<file path="config.mk">
export PLATFORM = sky130hd
export DESIGN_NAME = parity_arbiter
export DESIGN_NICKNAME = d
export VERILOG_FILES = /design/src/rtl/parity_arbiter_pkg.sv /design/src/rtl/parity_arbiter_core.sv /design/src/rtl/parity_arbiter.sv
export SDC_FILE = /design/constraint.sdc
export NUM_CORES = 1
export LEC_CHECK = 0
export ABC_CLOCK_PERIOD_IN_PS = 2900
export BUFFER_PORTS_ARGS = -buffer_cell sky130_fd_sc_hd__clkbuf_2
export CAP_MARGIN = 20
export CORE_MARGIN = 4
export CORE_UTILIZATION = 45
export CTS_CLUSTER_SIZE = 25
export DETAILED_ROUTE_END_ITERATION = 16
export PLACE_DENSITY = 0.72
export SLEW_MARGIN = 20
export SYNTH_ARGS = -nofsm -noshare
export SYNTH_HDL_FRONTEND = slang
export SYNTH_HIERARCHICAL = 1
export SYNTH_SLANG_ARGS = --single-unit
</file>
<file path="constraint.sdc">
create_clock -name clk -period 2.9 [get_ports clk]
set_input_delay 0.145 -clock clk [delete_from_list [all_inputs] [get_ports clk]]
set_output_delay 0.145 -clock clk [all_outputs]
set_load 0.01 [all_outputs]
</file>
<file path="src/rtl/parity_arbiter_pkg.sv">
// Shared definitions for the parity arbiter: sizes and FSM state encoding.
package parity_arbiter_pkg;

    localparam int N_REQ = 4;
    localparam int NIB_W = 4;

    typedef enum logic [1:0] {
        IDLE = 2'd0,
        CALC = 2'd1,
        OUT  = 2'd2
    } state_t;

endpackage

</file>
<file path="src/rtl/parity_arbiter_core.sv">
// Shared combinational parity core: XOR of four single-bit inputs.
module parity4_core (
    input  logic a,
    input  logic b,
    input  logic c,
    input  logic d,
    output logic y
);

    assign y = a ^ b ^ c ^ d;

endmodule

</file>
<file path="src/rtl/parity_arbiter.sv">
// Round-robin front end that time-shares one parity core among four requesters.
// Each job: grant one requester, latch its nibble, wait CALC_CYC cycles for the
// core to settle, then hold the result on a valid/ready handshake.
module parity_arbiter
    import parity_arbiter_pkg::*;
#(
    parameter int CALC_CYC = 1,
    parameter bit PAR_ODD  = 1'b0
) (
    input  logic                   clk,
    input  logic                   rst,
    input  logic [N_REQ-1:0]       req,
    input  logic [N_REQ*NIB_W-1:0] data,
    output logic [N_REQ-1:0]       gnt,
    output logic                   busy,
    output logic                   res_valid,
    output logic                   res_parity,
    output logic [1:0]             res_id,
    input  logic                   res_ready
);

    state_t           state;
    logic [1:0]       ptr;
    logic [3:0]       cnt;
    logic [NIB_W-1:0] op;
    logic [1:0]       winner;
    logic             core_par;

    // First set request scanning ptr, ptr+1, ... (mod 4); the highest offset
    // is visited first so the lowest offset overwrites it and wins.
    function automatic logic [1:0] rr_pick(input logic [N_REQ-1:0] r, input logic [1:0] p);
        logic [1:0] idx;
        rr_pick = p;
        for (int k = N_REQ - 1; k >= 0; k--) begin
            idx = p + 2'(k);
            if (r[idx]) rr_pick = idx;
        end
    endfunction

    // Round-robin winner among the current requests
    always_comb winner = rr_pick(req, ptr);

    assign busy = (state != IDLE);

    parity4_core u_core (
        .a (op[0]),
        .b (op[1]),
        .c (op[2]),
        .d (op[3]),
        .y (core_par)
    );

    // Job sequencer: grant/capture in IDLE, settle in CALC, handshake in OUT
    always_ff @(posedge clk) begin
        if (rst) begin
            state      <= IDLE;
            gnt        <= '0;
            res_valid  <= 1'b0;
            res_parity <= 1'b0;
            res_id     <= 2'd0;
            ptr        <= 2'd0;
            cnt        <= 4'd0;
            op         <= '0;
        end else begin
            case (state)
                IDLE: begin
                    if (|req) begin
                        gnt    <= N_REQ'(1) << winner;
                        op     <= data[NIB_W*winner +: NIB_W];
                        res_id <= winner;
                        cnt    <= 4'(CALC_CYC - 1);
                        state  <= CALC;
                    end else begin
                        gnt <= '0;
                    end
                end
                CALC: begin
                    gnt <= '0;
                    if (cnt != 4'd0) begin
                        cnt <= cnt - 4'd1;
                    end else begin
                        res_parity <= core_par ^ PAR_ODD;
                        res_valid  <= 1'b1;
                        state      <= OUT;
                    end
                end
                OUT: begin
                    // Pointer moves only on accept so the served requester drops to lowest priority
                    if (res_ready) begin
                        res_valid <= 1'b0;
                        ptr       <= res_id + 2'd1;
                        state     <= IDLE;
                    end
                end
                default: state <= IDLE;
            endcase
        end
    end

endmodule

</file>
==> impl_metrics.env, run 1 <==
export IMPL_status="completed"
export IMPL_ant_nets=0
export IMPL_slew_viol_final=0
export IMPL_die_extent_in_y_um=55.81
export IMPL_initial_core_util_pct=46.94
export IMPL_yosysSeqAreaShare_pct=38.93
export IMPL_root_buffer="clkbuf_4"
export IMPL_nFillCells=191
export IMPL_detailedRoute_firstPassIterationCount=4
export IMPL_timing_critical_path_from_type="flop"
export IMPL_cts_tree="done"
export IMPL_yosys_area_top_type_share_pct=38.93
export IMPL_tritoncts_num_buffers=3
export IMPL_area_of_the_multi_input_gates_um2=586.8
export IMPL_regArea_um2=400.4
export IMPL_setup_worst_path_end_class="flop"
export IMPL_slowest_delay_ns=0.36
export IMPL_number_of_global_route_vias_before_repair=879
export IMPL_port_buffers=31
export IMPL_setup_viol=0
export IMPL_worst_clock_skew_ns=0.006436
export IMPL_worst_slew_pin_slew_ns=0.5023
export IMPL_grt_first_pass_wirelength_um=3746
export IMPL_num_rows=17
export IMPL_min_path_type="input pin to flop"
export IMPL_num_vias=918
export IMPL_routability_congestion=0.7726
export IMPL_critPathSlowestCell="dfxtp_1"
export IMPL_final_report_hold_violation_count=0
export IMPL_dr_first_iter_drc_count=40
export IMPL_cts_sinks=20
export IMPL_syn_nets=140
export IMPL_p_leak_uw=0.0005093
export IMPL_clk_transition_reported_paths_ns=0.11
export IMPL_vias_per_cell=5.246
export IMPL_powerDensity_nw_per_um2=947.5
export IMPL_grt_start_max_net_pins=22
export IMPL_synth_yosys_warnings=6
export IMPL_post_cts_buffers=0
export IMPL_areaGrowthSynthToFinish_pct=19.46
export IMPL_max_slew_margin_pct=66.46
export IMPL_floorplan_die_width_um=55.81
export IMPL_rsz0062_at_grt="false"
export IMPL_pin_count=32
export IMPL_worst_skew_pair_late_latency_ns=0.30
export IMPL_route_final_wire_length_um=2205
export IMPL_die_ar_um2=3114
export IMPL_synth_cell_type_count=34
export IMPL_synth_edf_count=0
export IMPL_detailedPlacementHpwl_um=1718
export IMPL_fmax_ghz=0.6157
export IMPL_power_uw=1164
export IMPL_finalSetupTns_ns=0
export IMPL_synth_largest_area_cell="dfxtp_1"
export IMPL_synth_seq_cells=20
export IMPL_path_max_fanout=6
export IMPL_grt_util_all_layers_pct=14.64
export IMPL_n_antenna_cell=0
export IMPL_drc_errors=0
export IMPL_share_of_final_layout_standard_cells_stronger_than_drive_strength_1_pct=27.89
export IMPL_synth_area_top_cells="dfxtp_1 39%, mux2i_1 8.8%, a21oi_1 5.4%"
export IMPL_post_route_min_period_ns=1.624
export IMPL_final_min_period_over_clock_period_pct=56.00
export IMPL_clockBufferDepth=2
export IMPL_crit_required_ns=3.13
export IMPL_async_flop_share_pct=0
export IMPL_synth_flop_cell="dfxtp_1"
export IMPL_cells_after_synthesis=116
export IMPL_grt_antenna_before_repair=0
export IMPL_cp_class="flop to flop"
export IMPL_wire_per_inst_um=12.60
export IMPL_fin_hold_ws_ns=0.1490
export IMPL_cts_htree_levels=1
export IMPL_maxCapViolations=0
export IMPL_postCtsHoldBufs=0
export IMPL_cp_cell_sequence="inv_1 > ha_1 > nor3b_1 > o22a_1 > nor2b_1 > xnor2_1 > nor3_1"
export IMPL_irDropWorstVdd_uv=364.0
export IMPL_core_area_um2=2191
export IMPL_critical_path_arrival_ns=1.85
export IMPL_netlist_area_um2=1028
export IMPL_grt_overflow_total=0
export IMPL_syn_area_per_cell_um2=8.866
export IMPL_postLayoutCoreUtil_pct=56.08
export IMPL_number_of_resized_instances_in_the_post_cts_repair_step=0
export IMPL_final_nets=172
## flip-flops by register name, summed over array words and instances (netlist names)
signal,flops
gnt,4
res_id,2
res_parity,1
ptr,2
state,2
cnt,4
res_valid,1
op,4
## kinds of logic (layout without fill, tap and decap cells)
kind of cell    after synthesis  in the layout  share of synthesized area, %
flops                        20             20                         38.93
mux                           9              9                         8.759
compound gates               24             24                         16.54
xor+xnor                      6              6                         5.109
simple gates                 48             48                         25.43
buf+inv                       8             39                         4.014
fa+ha+maj                     1              1                         1.216
## layer usage
metal / vias up / part of all wire, % / global-route usage, % / wire length [um]
met3: 5 / 6.7 / 2.552 / 148
met4: 0 / 1.8 / 5.208 / 40
met5: - / 0 / 0 / 0
li1: 475 / - / - / -
met1: 405 / 46 / 18.92 / 1021
met2: 33 / 45 / 24.32 / 994
## final cells by class
type                    count  area share, %
inverters                   4          1.222
repair buffers             31          12.63
well taps                  28          2.851
flip-flops and latches     20          32.59
clock buffers               4          2.953
multi-input cells          88          47.76
## critical path: cells and delay by family (launching register included)
family | cells | cell delay [ns]
compound gates | 1 | 0.30
xor+xnor | 1 | 0.12
fa+ha+maj | 1 | 0.14
buf+inv | 1 | 0.06
flops | 1 | 0.36
simple gates | 3 | 0.57
## cells in the final DEF, fill, tap and decap left out
cell type	count
clkbuf_2	31
dfxtp_1	20
a21oi_1	11
nor2_1	11
nand2_1	11
mux2i_1	9
nand3b_1	7
inv_1	4
nor3_1	4
nand2b_1	4
xnor2_1	4
o221ai_1	4
nor2b_1	3
clkbuf_4	3
or3_1	2
xor2_1	2
or2_4	1
o21ai_0	1
o311ai_2	1
nor4_1	1
o21ai_1	1
o221a_2	1
a32oi_1	1
nor3b_1	1
or2_1	1
or3b_2	1
a211oi_1	1
o22a_1	1
nor4_2	1
o31a_1	1
a21oi_2	1
ha_1	1
clkbuf_8	1
## where the power goes
part,total (uW),internal (uW),switching [uW]
logic,553,263,289
clock network,163,76.6,86.0
registers,449,370,79.1
total,1160,710,454
## synth_stat cells (2+ instances only)
cell / count
nand2b_1: 4
dfxtp_1: 20
mux2i_1: 9
o221ai_1: 4
inv_1: 4
nor2_1: 11
xor2_1: 2
a21oi_1: 11
nand3b_1: 7
nor2b_1: 3
or3_1: 2
nor3_1: 4
nand2_1: 11
xnor2_1: 4
## path summary, 6_finish.rpt
check	slack, ns	startpoint	end	depth (start not counted)
worst max-delay path	1.28	cnt[0]	cnt[2]	7
worst min-delay path	0.15	data[11]	op[3]	3
worst max register to register	1.28	cnt[0]	cnt[2]	7
worst min register to register	0.47	gnt[1]	gnt[1]	2
## stage by stage
| stage | worst slack [ns] | instance area (um^2) | std cells |
|---|---|---|---|
| floorplan | 1.422 | 1028 | 116 |
| global placement | 1.304 | 1192 | 171 |
| detailed placement | 1.278 | 1192 | 171 |
| CTS | 1.247 | 1229 | 175 |
| global route | 1.080 | 1229 | 175 |
| finish | 1.276 | 1229 | 175 |
No activity file was read; power rests on OpenSTA's default activity.
==> run 2, diff against run 1 <==
--- a/config.mk
+++ b/config.mk
@@ -5,14 +5,14 @@
 export SDC_FILE = /design/constraint.sdc
 export NUM_CORES = 1
 export LEC_CHECK = 0
-export ABC_CLOCK_PERIOD_IN_PS = 2900
+export ABC_CLOCK_PERIOD_IN_PS = 1450
 export BUFFER_PORTS_ARGS = -buffer_cell sky130_fd_sc_hd__clkbuf_2
 export CAP_MARGIN = 20
 export CORE_MARGIN = 4
-export CORE_UTILIZATION = 45
+export CORE_UTILIZATION = 44
 export CTS_CLUSTER_SIZE = 25
 export DETAILED_ROUTE_END_ITERATION = 16
-export PLACE_DENSITY = 0.72
+export PLACE_DENSITY = 0.73
 export SLEW_MARGIN = 20
 export SYNTH_ARGS = -nofsm -noshare
 export SYNTH_HDL_FRONTEND = slang
==> constraint.sdc (replaced) <==
create_clock -name clk -period 1.45 [get_ports clk]
set_input_delay 0.0725 -clock clk [delete_from_list [all_inputs] [get_ports clk]]
set_output_delay 0.0725 -clock clk [all_outputs]
set_load 0.01 [all_outputs]
==> run 2 against run 1 <==
  * The run now ends with setup timing left
  * Worst hold slack worse by 0.096 ns
  * Sequential share of layout area down 4.8 points
  * Critical path depth unchanged
  * Die area up 1.9%
  * Maximum frequency up 9.8%
  * Worst setup slack worse by 1.3 ns
  * Sequential power up 100%
  * Sequential cell count unchanged
  * Critical endpoint is now cnt[3]
  * Clock power up 100%
  * Final area up 21%
==> impl_metrics.env, run 2 (same netlist as run 1, synthesis figures left out) <==
export IMPL_core_area_um2=2212
export IMPL_worst_min_delay_path_endpoint="state[1]"
export IMPL_area_of_the_multi_input_gates_um2=738.2
export IMPL_final_common_cell="clkbuf_2"
export IMPL_die_extent_in_y_um=56.35
export IMPL_floorplan_die_width_um=56.35
export IMPL_ant_nets=0
export IMPL_number_of_global_route_vias_before_repair=981
export IMPL_grt_antenna_before_repair=0
export IMPL_route_final_wire_length_um=2578
export IMPL_worst_slack_placed_ns=-0.08559
export IMPL_num_vias=1013
export IMPL_worst_skew_pair_late_latency_ns=0.30
export IMPL_final_critical_path_setup_slack_ns=-0.02937
export IMPL_port_buffers=31
export IMPL_cts_htree_levels=1
export IMPL_grt_overflow_total=0
export IMPL_postCtsHoldBufs=0
export IMPL_grt_first_pass_wirelength_um=4284
export IMPL_status="finished with violations"
export IMPL_fmax_ghz=0.6760
export IMPL_root_buffer="clkbuf_4"
export IMPL_cp_class="flop to flop"
export IMPL_biggestRegsByFlops="cnt (4), gnt (4), op (4)"
export IMPL_failed_checks="setup timing"
export IMPL_initial_core_util_pct=46.49
export IMPL_final_min_period_over_clock_period_pct=102.0
export IMPL_worst_hold_path_num_cells=3
export IMPL_worst_clock_skew_ns=0.001597
export IMPL_finalSetupTns_ns=-0.02937
export IMPL_wire_per_inst_um=13.71
export IMPL_pin_count=32
export IMPL_maxCapViolations=0
export IMPL_commonest_non_fill_non_tap_cells_in_the_layout="31 x clkbuf_2, 15 x dfxtp_1, 12 x buf_4"
export IMPL_share_of_final_layout_standard_cells_stronger_than_drive_strength_1_pct=51.25
export IMPL_powerDensity_nw_per_um2=1978
export IMPL_nFillCells=184
export IMPL_max_slew_margin_pct=74.06
export IMPL_p_leak_uw=0.0006188
export IMPL_slew_viol_final=0
export IMPL_dr_first_iter_drc_count=30
export IMPL_tritoncts_num_buffers=3
export IMPL_worst_slew_pin_slew_ns=0.3882
export IMPL_clockBufferDepth=2
export IMPL_detailedRoute_firstPassIterationCount=4
export IMPL_irDropWorstVdd_uv=1305
export IMPL_final_nets=185
export IMPL_setup_worst_path_end_class="flop"
export IMPL_grt_start_max_net_pins=12
export IMPL_num_rows=17
export IMPL_detailedPlacementHpwl_um=1828
export IMPL_setup_viol=1
export IMPL_crit_required_ns=1.65
export IMPL_hold_startpoint="res_ready"
export IMPL_drc_errors=0
export IMPL_rsz0062_at_grt="true"
export IMPL_r2r_worst_path_cells=7
export IMPL_cts_tree="done"
export IMPL_clk_transition_reported_paths_ns=0.11
export IMPL_critical_path_reg2reg_endpoint="cnt[3]"
export IMPL_path_max_fanout=5
export IMPL_post_route_min_period_ns=1.479
export IMPL_rrSetupSlack_ns=-0.03
export IMPL_n_antenna_cell=0
export IMPL_critical_path_arrival_ns=1.67
export IMPL_die_ar_um2=3175
export IMPL_vias_per_cell=5.388
export IMPL_areaGrowthSynthToFinish_pct=44.04
export IMPL_timing_critical_path_from_type="flop"
export IMPL_final_report_hold_violation_count=0
export IMPL_grt_util_all_layers_pct=16.69
export IMPL_regArea_um2=411.6
export IMPL_timing_rr_start="cnt[1]"
export IMPL_postLayoutCoreUtil_pct=66.97
export IMPL_cts_sinks=20
export IMPL_min_path_type="input pin to flop"
export IMPL_routability_congestion=0.8782
==> run 2: where the power goes <==
| group | total (uW) | internal [uW] | leakage [uW] | switching (uW) |
|---|---|---|---|---|
| Clock | 330 | 153 | 0.0000210 | 177 |
| Sequential | 916 | 750 | 0.000167 | 166 |
| Combinational | 1680 | 924 | 0.000431 | 760 |
| Total | 2930 | 1830 | 0.000619 | 1100 |
==> run 2: what timing repair did <==
item | 4_1_cts | 5_1_grt
setup buffers | 2 | 2
cloned | 1 | 0
pin swaps | 5 | 9
endpoints found under the setup margin | 8 | 11
resized for setup | 18 | 21
==> run 2: cell type report <==
type / count / share of cell area [%]
sequential: 20 / 27.79
timing repair buffer: 43 / 16.55
clock buffer: 4 / 2.449
multi-input combinational: 89 / 49.83
inverter: 4 / 1.014
tap: 28 / 2.365
==> run 2: worst max path at each step <==
| stage | from | end | slack (ns) | cells past startpoint |
|---|---|---|---|---|
| floorplan | cnt[0] | cnt[3] | 0.0005 | 7 |
| detailed placement | ptr[1] | op[0] | -0.09 | 5 |
| global placement | ptr[1] | op[0] | -0.02 | 5 |
| global route | cnt[1] | cnt[3] | -0.11 | 7 |
| CTS | state[1] | op[2] | -0.006 | 5 |
| finish | cnt[1] | cnt[3] | -0.03 | 7 |
==> run 2: critical path, stage by stage, from the launching register on <==
cell and delay (ns):
dfxtp_2 0.35, inv_2 0.04, ha_4 0.15, nor3b_4 0.14, o22a_4 0.22, nor4_4 0.27
xnor2_1 0.14, nor3_1 0.06
==> run 2: through the flow <==
stage          hold WS, ns  total power [uW]  cells  instance area, um^2
6_report           0.05262              2930    188                 1481
5_1_grt            0.06509              3148    188                 1481
4_1_cts            0.04774              2715    186                 1383
3_5_place_dp        0.3777              2224    180                 1261
3_3_place_gp        0.3628              2182    180                 1261
2_1_floorplan       0.2282              1786    116                 1030
==> run 2: metal layers <==
metal | part of all wire, % | vias up | wire length [um] | track usage, %
met5 | 0 | - | 0 | 0
met4 | 2.1 | 0 | 53 | 7.119
met3 | 4.2 | 7 | 108 | 3.448
met2 | 50 | 22 | 1293 | 29.22
met1 | 44 | 479 | 1122 | 19.50
li1 | - | 505 | - | -
